### src/rtl/mem_arbiter.sv
// mem_arbiter: shares one memory port between Icache refills, Dcache refills and Dcache writebacks,
// with a bounded starvation guarantee for the Icache.
module mem_arbiter #(
  parameter int WIDTH      = 128,
  parameter int ADDR_SIZE  = 32,
  parameter int STARVE_MAX = 4
) (
  input  logic                 clk,
  input  logic                 reset,
  input  logic                 ic_mem_read_req,
  input  logic [ADDR_SIZE-1:0] ic_mem_read_addr,
  output logic [WIDTH-1:0]     ic_mem_read_data,
  output logic                 ic_mem_read_ack,
  input  logic                 dc_mem_read_req,
  input  logic [ADDR_SIZE-1:0] dc_mem_read_addr,
  output logic [WIDTH-1:0]     dc_mem_read_data,
  output logic                 dc_mem_read_ack,
  input  logic                 dc_mem_write_req,
  input  logic [ADDR_SIZE-1:0] dc_mem_write_addr,
  input  logic [WIDTH-1:0]     dc_mem_write_data,
  output logic                 dc_mem_write_ack,
  output logic                 mem_enable,
  output logic                 mem_rw,
  output logic [ADDR_SIZE-1:0] mem_addr,
  output logic [WIDTH-1:0]     mem_data_in,
  input  logic [WIDTH-1:0]     mem_data_out,
  input  logic                 mem_ack
);
  localparam logic [2:0] IDLE    = 3'd0;
  localparam logic [2:0] IC_RD   = 3'd1;
  localparam logic [2:0] DC_RD   = 3'd2;
  localparam logic [2:0] DC_WR   = 3'd3;
  localparam logic [2:0] RELEASE = 3'd4;
  localparam int CW = $clog2(STARVE_MAX + 2);
  logic [2:0]    state;
  logic [CW-1:0] starve;
  logic          ic_win;
  logic [CW-1:0] starve_dc;
  // Icache wins when it is alone or once the Dcache has used up its run of consecutive grants
  always_comb begin
    ic_win    = ic_mem_read_req && (starve == CW'(STARVE_MAX) || !(dc_mem_write_req || dc_mem_read_req));
    starve_dc = ic_mem_read_req ? starve + CW'(1) : '0;
  end
  always_ff @(posedge clk) begin
    if (!reset) begin
      state            <= IDLE;
      starve           <= '0;
      mem_enable       <= 1'b0;
      mem_rw           <= 1'b0;
      mem_addr         <= '0;
      mem_data_in      <= '0;
      ic_mem_read_ack  <= 1'b0;
      dc_mem_read_ack  <= 1'b0;
      dc_mem_write_ack <= 1'b0;
      ic_mem_read_data <= '0;
      dc_mem_read_data <= '0;
    end else begin
      ic_mem_read_ack  <= 1'b0;
      dc_mem_read_ack  <= 1'b0;
      dc_mem_write_ack <= 1'b0;
      case (state)
        IDLE: begin
          if (ic_win) begin
            state      <= IC_RD;
            mem_enable <= 1'b1;
            mem_rw     <= 1'b0;
            mem_addr   <= ic_mem_read_addr;
            starve     <= '0;
          end else if (dc_mem_write_req) begin
            state       <= DC_WR;
            mem_enable  <= 1'b1;
            mem_rw      <= 1'b1;
            mem_addr    <= dc_mem_write_addr;
            mem_data_in <= dc_mem_write_data;
            starve      <= starve_dc;
          end else if (dc_mem_read_req) begin
            state      <= DC_RD;
            mem_enable <= 1'b1;
            mem_rw     <= 1'b0;
            mem_addr   <= dc_mem_read_addr;
            starve     <= starve_dc;
          end
        end
        IC_RD, DC_RD, DC_WR: begin
          if (mem_ack) begin
            state      <= RELEASE;
            mem_enable <= 1'b0;
            mem_rw     <= 1'b0;
            if (state == IC_RD) begin
              ic_mem_read_data <= mem_data_out;
              ic_mem_read_ack  <= 1'b1;
            end
            if (state == DC_RD) begin
              dc_mem_read_data <= mem_data_out;
              dc_mem_read_ack  <= 1'b1;
            end
            if (state == DC_WR) dc_mem_write_ack <= 1'b1;
          end
        end
        default: state <= IDLE;
      endcase
    end
  end
endmodule
### config.mk
export PLATFORM = sky130hd
export DESIGN_NAME = mem_arbiter
export DESIGN_NICKNAME = d
export VERILOG_FILES = /design/src/rtl/mem_arbiter.sv
export SDC_FILE = /design/constraint.sdc
export NUM_CORES = 1
export LEC_CHECK = 0
export BUFFER_PORTS_ARGS = -buffer_cell sky130_fd_sc_hd__buf_2
export CORE_AREA = 2 2 306 308
export CTS_CLUSTER_SIZE = 40
export DETAILED_ROUTE_END_ITERATION = 16
export DIE_AREA = 0 0 308 310
export GPL_TIMING_DRIVEN = 0
export HOLD_SLACK_MARGIN = 0.1
export SLEW_MARGIN = 30
export SYNTH_ARGS = -nofsm -noshare
export SYNTH_HDL_FRONTEND = slang
export SYNTH_SLANG_ARGS = --single-unit
### constraint.sdc
create_clock -name clk -period 4.3 [get_ports clk]
set_input_delay 0.86 -clock clk [delete_from_list [all_inputs] [get_ports clk]]
set_output_delay 0.86 -clock clk [all_outputs]
set_load 0.05 [all_outputs]
==> flow_metrics.py <==
metrics = {
    "outcome": {
        "outcome": "completed",
    },
    "critical_path": {
        "cp_slowest_cell": "buf_2",
        "crit_end": "mem_data_in[10]",
        "reg2reg_depth": 8,
        "rr_startpoint": "starve[0]",
        "ff2ff_setup_slack_ns": 1.94,
        "endpoint_kind": "flip-flop",
        "crit_type": "reg -> reg",
        "crit_chain": "inv_1 > ha_1 > nand3_1 > and3_1 > buf_2 > buf_2 > nand2_1 > a21oi_1",
        "cp.arrival_ns": 2.90,
        "crit_path_frequent_cell": "buf_2",
        "crit_path_start": "starve[0]",
        "critPathMaxFanout": 10,
        "r2r_end": "mem_data_in[10]",
        "cp-start-kind": "flip-flop",
        "cpPeakStageDelay_ns": 0.37,
        "crit_required_ns": 4.84,
    },
    "power": {
        "power.internal_w": 0.00726,
        "combPwrFrac_pct": 22.9,
        "power_w": 0.0111,
        "power_density_nw_per_um2": 496,
        "p_switching_w": 0.00386,
        "ir_worst_vdd_mv": 0.298,
        "p_leak_nw": 9.80,
        "switching_share_pct": 34.7,
        "seqPwrFrac_pct": 39.5,
        "clkPwrFrac_pct": 37.7,
    },
    "route": {
        "ant_nets": 0,
        "dr.pass1.iters": 5,
        "drt-total-wl_um": 77200,
        "wire_per_inst_um": 19.4,
        "post_drt_via_cell_ratio": 4.14,
        "route.vias.total": 16400,
        "drc_errors": 0,
        "drtIter0Drc": 1110,
    },
    "timing": {
        "setup_tns_ns": 0,
        "fin_crit_sh_pct": 54.9,
        "worst_pin_slew_ns": 0.965,
        "fmax_mhz": 424,
        "max-slew-margin-rel_pct": 35.7,
        "rsz0062_at_grt": "false",
        "drv_slew": 0,
        "post-route-min-period_ns": 2.36,
        "setup_viol": 0,
        "whs_ns": 0.450,
        "skew_ns": 0.0132,
        "finalHoldViolCount": 0,
    },
    "floorplanning": {
        "design.die.area_sq_um": 95500,
        "rows": 112,
        "start_util_pct": 16.7,
        "die_h_um": 310,
        "fp.dieW_um": 308,
        "io-pin-count": 779,
        "core-area_sq_um": 92500,
    },
    "finish": {
        "nFillCells": 10400,
        "final_area_sq_um": 22400,
        "seqCellArea_sq_um": 8550,
        "area_growth_pct": 45.3,
        "drive_gt1_share_pct": 35.6,
        "multi_input_area_sq_um": 5960,
        "nets": 3096,
    },
    "placed_design": {
        "hpwlAfterDp_um": 61100,
        "gp_congestion": 0.920,
        "placed_cell_area_sq_um": 20800,
        "portBuffers": 776,
    },
    "yosys": {
        "yosysSeqAreaShare_pct": 55.4,
        "synth_flop_cell": "dfxtp_1",
        "async_flop_share_pct": 0,
        "ys_ff_latch": 427,
        "yosysWarnings": 0,
        "synth_top_area_share_pct": 55.4,
        "synth_area_leaders": "dfxtp_1 (55%), nand2_1 (19%), a21oi_1 (14%)",
        "synth_edf_count": 0,
        "netlist_area_sq_um": 15400,
        "ys_types": 37,
        "synthCells": 1908,
        "syn_area_per_cell_sq_um": 8.09,
        "yosysTopAreaCell": "dfxtp_1",
        "syn_nets": 2268,
    },
    "grt": {
        "grt_pass1_wl_um": 106000,
        "globalRoute.totalOverflow": 0,
        "track_usage_pct": 15.2,
        "first_global_vias": 15500,
        "antenna_found_initial": 13,
        "grt_max_degree": 14,
    },
    "clocking": {
        "cts_root_buf": "clkbuf_16",
        "ctsHtreeMaxLevel": 2,
        "clkLatencyLatePin_ns": 0.61,
        "numCtsBuffers": 49,
        "clk_path_buf_depth": 3,
        "hold_buffers": 0,
        "cts_tree": "yes",
        "postCtsSetupBuffers": 0,
        "cts_num_sinks": 427,
        "cts_resized": 0,
        "clkTransAtPathRegs_ns": 0.06,
    },
    "job": {
        "maxCapViolCount": 0,
    },
    "worst_hold_path": {
        "min_path_cells": 2,
        "hold_path_class": "reg -> reg",
    },
}
## worst max-delay path, delay by kind of cell, from the launching register on
family / cells / cell delay, ns
adder cells (fa/ha/maj): 1 / 0.22
buffers and inverters: 3 / 0.73
AO/OA/AOI/OAI: 1 / 0.17
AND/OR/NAND/NOR: 3 / 0.81
flip-flops: 1 / 0.36
## kinds of logic after synthesis
logic type,count (synthesis),synth area share [%]
buffers and inverters,158,5.94
AO/OA/AOI/OAI,526,18.7
flip-flops,427,55.4
AND/OR/NAND/NOR,795,19.7
adder cells (fa/ha/maj),2,0.162
## how the worst min path moves through the flow
stage / from / endpoint / slack [ns]
floorplan: starve[1] / starve[1] / 0.45
global placement: ic_mem_read_data[57] / ic_mem_read_data[57] / 0.44
detailed placement: mem_data_in[106] / mem_data_in[106] / 0.44
CTS: dc_mem_write_data[116] / mem_data_in[116] / 0.42
global route: dc_mem_write_data[110] / mem_data_in[110] / 0.45
finish: mem_data_in[96] / mem_data_in[96] / 0.45
## power groups by stage
stage | Clock (W) | Combinational (W) | Sequential [W]
floorplan | 0 | 0.000714 | 0.00540
global placement | 0 | 0.00255 | 0.00446
detailed placement | 0 | 0.00255 | 0.00447
CTS | 0.00430 | 0.00256 | 0.00438
global route | 0.00444 | 0.00271 | 0.00441
finish | 0.00419 | 0.00254 | 0.00439
## metal layers
metal  up-vias  wire, um  GRT usage [%]
li1       7953         -              -
met1      7756     34100           20.0
met2       622     35500           24.5
met3       108      5510           3.46
met4         2      2030           5.12
met5         -        13              0
## flip-flops by register name (all words and copies together) (netlist names), 3 cells and up
signal and flops:
dc_mem_read_data 128, ic_mem_read_data 128, mem_data_in 128, mem_addr 32, starve 3, state 3
## through the flow
stage               cells  utilization, %  setup slack, ns
floorplan            1908               -             2.32
global placement     3881            22.5            0.819
detailed placement   3881            22.5             1.44
CTS                  3968            24.2             1.95
global route         3973            24.2             1.87
finish               3973            24.2             1.94
## layout by cell type, fill, tap and decap left out, types with 2 or more instances in the layout
cell,Yosys,final
ha_1,2,2
a21oi_1,423,423
diode_2,0,4
clkbuf_1,57,64
buf_2,68,844
a32oi_1,31,31
clkbuf_2,1,7
inv_1,5,5
nor2_1,5,5
nand2_1,772,772
clkbuf_16,0,49
clkbuf_8,0,10
buf_6,3,3
nand4_1,3,3
buf_12,10,10
clkinv_2,0,5
dfxtp_1,427,427
inv_6,0,5
buf_1,2,2
bufinv_16,0,2
and3_1,2,2
o21ai_0,33,33
a21oi_2,29,29
nand3_1,4,4
nor3_1,3,3
buf_8,1,2
buf_4,11,11
## synthesized netlist by cell type (all sizes together), types with 2 or more instances
library cell and count:
ha 2, nand3 4, nand2 772, nor3 4, o21ai 33, buf 95, a32oi 31, nand4 3
inv 5, dfxtp 427, clkbuf 58, a21oi 452, and3 2, nor2 5
## layout make-up
class	instances	share of cell area [%]
Clock buffer	72	6.30
Tap cell	1197	6.68
Buffer	153	4.04
Timing Repair Buffer	777	17.4
Clock inverter	15	0.737
Inverter	5	0.0837
Antenna cell	4	0.0446
Sequential cell	427	38.1
Multi-Input combinational cell	1323	26.6
No activity file was read; power rests on OpenSTA's default activity.
